[src/rtl/opamp_array_ctrl.sv]
// opamp_array_ctrl: switch controller for NUM_CH on-die opamp channels.
// Each channel drives {MON,FB,INN,INP}. Mode changes are break-before-make
// with DEAD_CYC open cycles. Define OPAMP_ARRAY_SCAN_EN to build the monitor
// scan sequencer; without it the scan inputs are ignored and MON stays open.

// Per-channel switch register: holds the mode and the four switch enables.
module opamp_ch_sw (
    input  logic       clk,
    input  logic       rst,
    input  logic       brk,
    input  logic       load,
    input  logic [1:0] load_mode,
    input  logic       mon_close,
    input  logic       mon_open,
    output logic [1:0] mode,
    output logic [3:0] sw
);
    // {FB,INN,INP}; INP is on ZREF inside the tile in inverting mode
    function automatic logic [2:0] mode_pat(input logic [1:0] m);
        case (m)
            2'b01:   mode_pat = 3'b101;
            2'b10:   mode_pat = 3'b011;
            2'b11:   mode_pat = 3'b010;
            default: mode_pat = 3'b000;
        endcase
    endfunction

    // break opens the signal switches, load applies the new mode after dead time
    always_ff @(posedge clk or posedge rst) begin
        if (rst) begin
            mode <= 2'b00;
            sw   <= 4'b0000;
        end else begin
            if (brk)
                sw[2:0] <= 3'b000;
            if (load) begin
                mode    <= load_mode;
                sw[2:0] <= mode_pat(load_mode);
            end
            if (mon_open)
                sw[3] <= 1'b0;
            else if (mon_close)
                sw[3] <= 1'b1;
        end
    end
endmodule

module opamp_array_ctrl #(
    parameter int NUM_CH   = 4,
    parameter int DEAD_CYC = 4,
    parameter int DWELL_W  = 8
) (
    input  logic                      clk,
    input  logic                      rst,
    input  logic                      cfg_valid,
    output logic                      cfg_ready,
    input  logic [$clog2(NUM_CH)-1:0] cfg_ch,
    input  logic [1:0]                cfg_mode,
    input  logic                      scan_start,
    input  logic                      scan_stop,
    input  logic [DWELL_W-1:0]        dwell,
    output logic [4*NUM_CH-1:0]       sw_en,
    output logic                      scan_busy,
    output logic [$clog2(NUM_CH)-1:0] scan_ch,
    output logic                      scan_done
);
    localparam int CH_W  = $clog2(NUM_CH);
    localparam int DC_W  = $clog2(DEAD_CYC + 1);
    localparam int CNT_W = (DC_W > DWELL_W) ? DC_W : DWELL_W;

`ifdef OPAMP_ARRAY_SCAN_EN
    typedef enum logic [1:0] {IDLE, BREAK, SCAN_BREAK, SCAN_DWELL} state_t;
`else
    typedef enum logic [1:0] {IDLE, BREAK} state_t;
`endif

    typedef struct packed {
        logic [CH_W-1:0] ch;
        logic [1:0]      mode;
    } cfg_req_t;

    state_t                       state;
    cfg_req_t                     req;
    logic [CNT_W-1:0]             cnt;
    logic                         dead_done;
    logic [NUM_CH-1:0]            brk_vec;
    logic [NUM_CH-1:0]            load_vec;
    logic [NUM_CH-1:0]            mon_close_vec;
    logic                         mon_open_all;
    logic [NUM_CH-1:0][1:0]       mode_q;
    logic [NUM_CH-1:0][3:0]       sw_q;

    assign dead_done = (cnt == CNT_W'(DEAD_CYC - 1));
    assign sw_en     = sw_q;

    // per-channel strobes and switch registers
    for (genvar c = 0; c < NUM_CH; c++) begin : g_ch
        assign brk_vec[c]  = (state == IDLE) && cfg_valid && (cfg_ch == CH_W'(c));
        assign load_vec[c] = (state == BREAK) && dead_done && (req.ch == CH_W'(c));

        opamp_ch_sw u_ch (
            .clk       (clk),
            .rst       (rst),
            .brk       (brk_vec[c]),
            .load      (load_vec[c]),
            .load_mode (req.mode),
            .mon_close (mon_close_vec[c]),
            .mon_open  (mon_open_all),
            .mode      (mode_q[c]),
            .sw        (sw_q[c])
        );
    end

`ifdef OPAMP_ARRAY_SCAN_EN
    logic [NUM_CH-1:0] ch_en;
    logic              first_found, next_found;
    logic [CH_W-1:0]   first_ch, next_ch;
    logic [DWELL_W-1:0] dwell_q;
    logic [CNT_W-1:0]  dwell_m1;
    logic              dwell_done;

    assign dwell_m1   = CNT_W'(dwell_q) - CNT_W'(1);
    assign dwell_done = (cnt == dwell_m1);

    for (genvar c = 0; c < NUM_CH; c++) begin : g_scan
        assign ch_en[c]         = |mode_q[c];
        assign mon_close_vec[c] = (state == SCAN_BREAK) && !scan_stop && dead_done &&
                                  (scan_ch == CH_W'(c));
    end
    // only the selected channel's MON is ever closed, so opening all is safe
    assign mon_open_all = (state == SCAN_DWELL) && (scan_stop || dwell_done);

    // lowest enabled channel, and lowest enabled channel above scan_ch
    always_comb begin
        first_found = 1'b0;
        first_ch    = '0;
        next_found  = 1'b0;
        next_ch     = '0;
        for (int c = NUM_CH - 1; c >= 0; c--) begin
            if (ch_en[c]) begin
                first_found = 1'b1;
                first_ch    = CH_W'(c);
            end
            if (ch_en[c] && (CH_W'(c) > scan_ch)) begin
                next_found = 1'b1;
                next_ch    = CH_W'(c);
            end
        end
    end
`else
    logic unused_scan;
    assign unused_scan   = ^{scan_start, scan_stop, dwell, mode_q};
    assign mon_close_vec = '0;
    assign mon_open_all  = 1'b0;
    assign scan_busy     = 1'b0;
    assign scan_ch       = '0;
    assign scan_done     = 1'b0;
`endif

    // control FSM: config break-before-make and the optional monitor scan
    always_ff @(posedge clk or posedge rst) begin
        if (rst) begin
            state     <= IDLE;
            req       <= '0;
            cnt       <= '0;
            cfg_ready <= 1'b1;
`ifdef OPAMP_ARRAY_SCAN_EN
            scan_busy <= 1'b0;
            scan_ch   <= '0;
            scan_done <= 1'b0;
            dwell_q   <= '0;
`endif
        end else begin
`ifdef OPAMP_ARRAY_SCAN_EN
            scan_done <= 1'b0;
`endif
            case (state)
                IDLE: begin
                    if (cfg_valid) begin
                        req.ch    <= cfg_ch;
                        req.mode  <= cfg_mode;
                        cnt       <= '0;
                        cfg_ready <= 1'b0;
                        state     <= BREAK;
                    end
`ifdef OPAMP_ARRAY_SCAN_EN
                    else if (scan_start) begin
                        if (first_found) begin
                            scan_busy <= 1'b1;
                            scan_ch   <= first_ch;
                            dwell_q   <= (dwell == '0) ? DWELL_W'(1) : dwell;
                            cnt       <= '0;
                            cfg_ready <= 1'b0;
                            state     <= SCAN_BREAK;
                        end else begin
                            scan_done <= 1'b1;
                            scan_busy <= 1'b0;
                        end
                    end
`endif
                end
                BREAK: begin
                    if (dead_done) begin
                        cfg_ready <= 1'b1;
                        state     <= IDLE;
                    end else begin
                        cnt <= cnt + CNT_W'(1);
                    end
                end
`ifdef OPAMP_ARRAY_SCAN_EN
                SCAN_BREAK: begin
                    if (scan_stop) begin
                        scan_busy <= 1'b0;
                        scan_done <= 1'b1;
                        cfg_ready <= 1'b1;
                        state     <= IDLE;
                    end else if (dead_done) begin
                        cnt   <= '0;
                        state <= SCAN_DWELL;
                    end else begin
                        cnt <= cnt + CNT_W'(1);
                    end
                end
                SCAN_DWELL: begin
                    if (scan_stop) begin
                        scan_busy <= 1'b0;
                        scan_done <= 1'b1;
                        cfg_ready <= 1'b1;
                        state     <= IDLE;
                    end else if (dwell_done) begin
                        if (next_found) begin
                            scan_ch <= next_ch;
                            cnt     <= '0;
                            state   <= SCAN_BREAK;
                        end else begin
                            scan_busy <= 1'b0;
                            scan_done <= 1'b1;
                            cfg_ready <= 1'b1;
                            state     <= IDLE;
                        end
                    end else begin
                        cnt <= cnt + CNT_W'(1);
                    end
                end
`endif
                default: begin
                    cfg_ready <= 1'b1;
                    state     <= IDLE;
                end
            endcase
        end
    end
endmodule

[config.mk]
export PLATFORM = sky130hd
export DESIGN_NAME = opamp_array_ctrl
export DESIGN_NICKNAME = d
export VERILOG_FILES = /design/src/rtl/opamp_array_ctrl.sv
export SDC_FILE = /design/constraint.sdc
export NUM_CORES = 1
export LEC_CHECK = 0
export BUFFER_PORTS_ARGS = -buffer_cell sky130_fd_sc_hd__buf_2
export CAP_MARGIN = 10
export CORE_MARGIN = 2
export CORE_UTILIZATION = 46
export DETAILED_ROUTE_END_ITERATION = 12
export PLACE_DENSITY_LB_ADDON = 0.08
export SYNTH_ARGS = -nofsm -noshare
export SYNTH_HDL_FRONTEND = slang
export SYNTH_SLANG_ARGS = --single-unit
[constraint.sdc]
create_clock -name clk -period 1.6 [get_ports clk]
set_input_delay 0.16 -clock clk [delete_from_list [all_inputs] [get_ports clk]]
set_output_delay 0.16 -clock clk [all_outputs]
set_load 0.1 [all_outputs]
==> results.toml, run 1 <==
[outcome]
run_status = "finished with violations"
violations = "setup timing"

[yosys]
synth_top_cell_by_area = "sky130_fd_sc_hd__dfrtp_1"
ys_async_sr_fraction = 1.000
synth_most_common_cell = "sky130_fd_sc_hd__nand2_1"
synth.lib_cells_used.distinct = 35
syn-mean-instance-area_um2 = 10.20
synth_largest_type_area_fraction = 0.4579
synthFlopType = "sky130_fd_sc_hd__dfrtp_1"
synthesis.area_um2 = 1366
synth_enable_flop_cells = 0
postSynthCellCount = 134
synth-seq-cells = 26
yosysWarnings = 0
top_post_synthesis_cells_by_count = "26 x sky130_fd_sc_hd__nand2_1, 25 x sky130_fd_sc_hd__dfrtp_1, 12 x sky130_fd_sc_hd__mux2i_1, 8 x sky130_fd_sc_hd__buf_4, 6 x sky130_fd_sc_hd__inv_1"
seq_area_frac_synth = 0.4771
synth.top_cells.by_area = "sky130_fd_sc_hd__dfrtp_1 46%, sky130_fd_sc_hd__mux2i_1 8.8%, sky130_fd_sc_hd__nand2_1 7.1%"

[detailed_routing]
postRouteAntennaNets = 0
detail_route.vias_per_cell = 5.320
num_vias = 1064
route.detailed.drc = 0
detail_route.first_pass.iterations = 4
routed_wirelength_um = 2808
met1_length_um = 1340
top_layer_used = "met3"
wl_per_cell_um = 14.04
dr.first_iter.drc_count = 14
wl_met3_um = 125
dr_wl_met2_um = 1343

[timing]
final.min_clock_period_ps = 1734
max_freq_mhz = 576.6
clock_skew_ps = 11.72
post-route-period-util = 1.084
final_max_slew_viol_count = 0
final_hold_viol_count = 0
finalSetupViolations = 3
rsz0062_at_grt = "true"
whs_ps = 46.60
final.setup.tns_ps = -381.6
layout_setup_ws_ps = -134.4

[worst_setup_path]
critical_path.n_buffers_inverters = 0
crit_fanout = 3
worst_r2r_path_depth = 3
regToRegSetupSlack_ps = -130
cp_cell_sequence = "or4_4 -> or4b_4 -> mux2i_1"
cp_data_required_time_ps = 1810
regToRegEndpoint = "g_ch[0].u_ch.sw[1]"
cpPeakStageDelay_ps = 540
critPathLaunchType = "flop"
worst_setup_path_end_kind = "flop"
criticalPathCategory = "reg2reg"
crit_path_top_delay_cell = "sky130_fd_sc_hd__or4_4"
critical_path.reg2reg.startpoint = "cnt[6]"
cpLargestDelayFamily = "simple AND/OR/NAND/NOR gates"
arrival_time_reported_for_the_critical_path_endpoint_ps = 1940

[placement]
place_hpwl_um = 2084
preCtsSetupSlack_ps = -206.2
routabilityCongestion = 0.7930
buffer_ports.inserted = 19
placed_area_um2 = 1563

[die]
placeableCoreArea_um2 = 2781
die_area_um2 = 3422
initial_utilization = 0.4912
dieHeight_um = 58.50
core.rowCount = 19
num_io_pins = 38
die_w_um = 58.50

[worst_hold_path]
worstHoldEndpoint = "req[1]"
min-delay-start = "cfg_mode[1]"
worst_hold_path_type = "in2reg"
hold_depth = 3

[clocking]
cts_max_path_bufs = 2
cts_sinks = 26
tritoncts.num_buffers = 3
tritoncts_clock_tree = "done"
clkTransAtPathRegs_ps = 140
h-tree-depth = 1
worstSkewPairLatency_ps = 320
cts.root.buffer_cell = "sky130_fd_sc_hd__clkbuf_4"

[final_layout]
diodes = 0
final_nets = 191
fin_area_um2 = 1640
layout-area-overhead-vs-synth_pct = 20.05
share_of_final_layout_standard_cells_stronger_than_drive_strength_1 = 0.2840

[global_route]
grt.total_usage = 0.1840
first_global_vias = 1055
grt.overflow.total = 0
grt_first_pass_wirelength_um = 4836
antenna_violations_before_repair = 0
grt_max_degree = 27

[flow_run]
max_cap_viol_count = 0
## cell families after synthesis
group                      after synthesis  share of synthesized area
muxes                                   12                    0.08792
AOI/OAI and AO/OA                       16                    0.08242
other                                    1                   0.002745
xor gates and xnor gates                 2                    0.01282
DFF                                     26                     0.4771
buffers and inverters                   18                    0.07234
and+or+nand+nor                         55                     0.2280
adders and majority gates                4                    0.03663
## cell usage in the layout, fill, tap and decap left out, types with 2 or more instances in the layout
| cell | instances |
|---|---|
| sky130_fd_sc_hd__mux2i_1 | 12 |
| sky130_fd_sc_hd__nand2b_1 | 2 |
| sky130_fd_sc_hd__nand4_1 | 4 |
| sky130_fd_sc_hd__a21oi_1 | 2 |
| sky130_fd_sc_hd__nor2b_1 | 2 |
| sky130_fd_sc_hd__dfrtp_1 | 25 |
| sky130_fd_sc_hd__nand4b_1 | 3 |
| sky130_fd_sc_hd__nand3_1 | 2 |
| sky130_fd_sc_hd__ha_1 | 3 |
| sky130_fd_sc_hd__buf_4 | 16 |
| sky130_fd_sc_hd__o21ai_0 | 3 |
| sky130_fd_sc_hd__nor2_1 | 3 |
| sky130_fd_sc_hd__inv_1 | 6 |
| sky130_fd_sc_hd__o211ai_1 | 4 |
| sky130_fd_sc_hd__xnor2_1 | 2 |
| sky130_fd_sc_hd__conb_1 | 8 |
| sky130_fd_sc_hd__a21o_1 | 2 |
| sky130_fd_sc_hd__buf_2 | 19 |
| sky130_fd_sc_hd__or4b_2 | 2 |
| sky130_fd_sc_hd__nor3b_1 | 3 |
| sky130_fd_sc_hd__clkbuf_4 | 3 |
| sky130_fd_sc_hd__nand2_1 | 26 |
## timing repair
| item | in CTS | in global routing |
|---|---|---|
| hold buffers | 1 | 0 |
| gates resized for setup | 2 | 4 |
| endpoints found under the hold margin | 25 | 0 |
| setup endpoints to repair | 3 | 14 |
| setup buffers | 0 | 1 |
| pin swaps | 0 | 2 |
| gates cloned | 0 | 0 |
## worst max path at each step
stage | start | slack (ps) | to | cells after the start
after floorplan | cnt[6] | -160 | g_ch[0].u_ch.sw[1] | 4
after global placement | cnt[6] | -140 | g_ch[0].u_ch.sw[1] | 3
after detailed placement | cnt[6] | -210 | g_ch[0].u_ch.sw[1] | 3
after CTS | cnt[6] | -140 | g_ch[0].u_ch.sw[1] | 3
after global routing | cnt[6] | -170 | g_ch[0].u_ch.sw[1] | 3
final | cnt[6] | -130 | g_ch[0].u_ch.sw[1] | 3
## layout make-up
type                            count  area [um^2]
Inverter                            6        22.52
Tap cell                           31        38.79
Multi-Input combinational cell     97        665.6
Clock buffer                        4        36.28
Timing Repair Buffer               36        225.2
Fill cell                         239         1141
Sequential cell                    26        651.9
## worst register-to-register path, cell delays in order (launching register included)
cell and delay, ps:
sky130_fd_sc_hd__dfrtp_1 410, sky130_fd_sc_hd__or4_4 540, sky130_fd_sc_hd__or4b_4 540, sky130_fd_sc_hd__mux2i_1 140
## through the flow
stage	util	cells
after floorplan	-	141
after global placement	0.5619	194
after detailed placement	0.5619	194
after CTS	0.5812	199
after global routing	0.5897	200
final	0.5897	200
## layer usage
metal,global-route usage,up-vias
li1,-,532
met1,0.2532,509
met2,0.3098,23
met3,0.03956,0
met4,0.01993,0
met5,0,-
## state kept, by name (all words and copies together) (netlist names)
name	cells
g_ch.u_ch.sw	12
state	1
req	4
cnt	8
cfg_ready	1
Power of run 1 is not shown: default switching activity piles up to over one toggle a cycle in this logic, so the estimate is an artifact.
==> run 2: changes to the inputs <==
- REMOVE_ABC_BUFFERS: not set -> 1
==> run 2 against run 1 <==
Compared with the run above: the flow still finishes with violations (setup timing); sequential share of layout area barely moved; die area did not move; fmax fell by 0.80%; register-to-register slack barely moved; critical endpoint is now g_ch[0].u_ch.sw[0].
==> results.toml, run 2 (synthesized netlist as in run 1, its figures left out) <==
[timing]
final_max_slew_viol_count = 0
post-route-period-util = 1.093
clock_skew_ps = 8.300
finalSetupViolations = 3
final.setup.tns_ps = -422.1
final_hold_viol_count = 0
max_freq_mhz = 572.0
final.min_clock_period_ps = 1748
layout_setup_ws_ps = -148.3
rsz0062_at_grt = "true"

[placement]
place_hpwl_um = 2114
routabilityCongestion = 0.8012
buffer_ports.inserted = 19

[global_route]
antenna_violations_before_repair = 0
grt.overflow.total = 0
grt_max_degree = 27
grt_first_pass_wirelength_um = 5030
first_global_vias = 1051
grt.total_usage = 0.1927

[detailed_routing]
routed_wirelength_um = 2849
detail_route.vias_per_cell = 5.390
postRouteAntennaNets = 0
detail_route.first_pass.iterations = 4
num_vias = 1078
wl_per_cell_um = 14.25
route.detailed.drc = 0
top_layer_used = "met4"
dr.first_iter.drc_count = 19
dr_wl_met2_um = 1347
wl_met3_um = 119
met1_length_um = 1372

[clocking]
tritoncts.num_buffers = 3
clkTransAtPathRegs_ps = 140
tritoncts_clock_tree = "done"
cts_max_path_bufs = 2
cts.root.buffer_cell = "sky130_fd_sc_hd__clkbuf_4"
h-tree-depth = 1
worstSkewPairLatency_ps = 320
cts_sinks = 26

[final_layout]
diodes = 0
final_common_cell = "sky130_fd_sc_hd__nand2_1"
layout-area-overhead-vs-synth_pct = 20.15
share_of_final_layout_standard_cells_stronger_than_drive_strength_1 = 0.2781
most-common-layout-cells = "26 x sky130_fd_sc_hd__nand2_1, 25 x sky130_fd_sc_hd__dfrtp_1, 19 x sky130_fd_sc_hd__buf_2"
reg.largest.list = "g_ch.u_ch.sw (12), cnt (8), req (4)"
largest_reg_flops = 12
final_nets = 191
largest-register = "g_ch.u_ch.sw"
final_util = 0.5902

[worst_setup_path]
worst_r2r_path_depth = 3
worst_setup_path_end_kind = "flop"
criticalPathCategory = "reg2reg"
arrival_time_reported_for_the_critical_path_endpoint_ps = 2000
critPathLaunchType = "flop"
crit_fanout = 3
cp_data_required_time_ps = 1850

[worst_hold_path]
hold_depth = 3
worst_hold_path_type = "in2reg"

[die]
dieHeight_um = 58.50
core.rowCount = 19
die_w_um = 58.50
die_area_um2 = 3422
placeableCoreArea_um2 = 2781
initial_utilization = 0.4912
num_io_pins = 38

[flow_run]
max_cap_viol_count = 0

[outcome]
violations = "setup timing"
run_status = "finished with violations"
[run 2: per-layer routing]
metal / vias up / global-route usage
met1: 515 / 0.2790
met5: - / 0
li1: 529 / -
met3: 2 / 0.04615
met2: 32 / 0.3034
met4: 0 / 0.02326
[run 2: what timing repair did]
item | 4_1_cts | 5_1_grt
hold buffers | 1 | 0
buffers inserted | 0 | 1
hold endpoints to repair | 25 | 0
setup endpoints to repair | 3 | 14
gates resized for setup | 2 | 5
pin swaps | 0 | 2
[run 2: cell type report]
cell class | instances | area (um^2)
fill | 257 | 1140
multi-input combinational | 97 | 666.9
sequential | 26 | 651.9
inverter | 6 | 22.52
clock buffer | 4 | 36.28
tap | 31 | 38.79
timing repair buffer | 36 | 225.2
[run 2: worst max-delay path, stage by stage (launching register included)]
cell	delay (ps)
sky130_fd_sc_hd__dfrtp_1	410
sky130_fd_sc_hd__or4_4	550
sky130_fd_sc_hd__or4b_4	540
sky130_fd_sc_hd__mux2i_1	190
[run 2: path summary, 6_finish.rpt]
kind,start,to,slack [ps]
min,cfg_mode[0],req[0],50
max reg2reg,cnt[3],g_ch[0].u_ch.sw[0],-150
max in group asynchronous,rst,cfg_ready,890
min in group asynchronous,rst,cnt[6],410
min reg2reg,g_ch[1].u_ch.sw[0],g_ch[1].u_ch.sw[0],530
max,cnt[3],g_ch[0].u_ch.sw[0],-150
[run 2: stage by stage]
step | instance area [um^2] | hold slack (ps) | cells | worst slack, ps
finish | 1642 | 46.53 | 200 | -148.3
global route | 1642 | 50.27 | 200 | -203.1
CTS | 1617 | 31.19 | 199 | -142.3
detailed placement | 1563 | 231.1 | 194 | -175.6
global placement | 1563 | 225.3 | 194 | -148.1
floorplan | 1316 | 199.3 | 129 | -162.4
Power of run 2 is left out for the same reason.
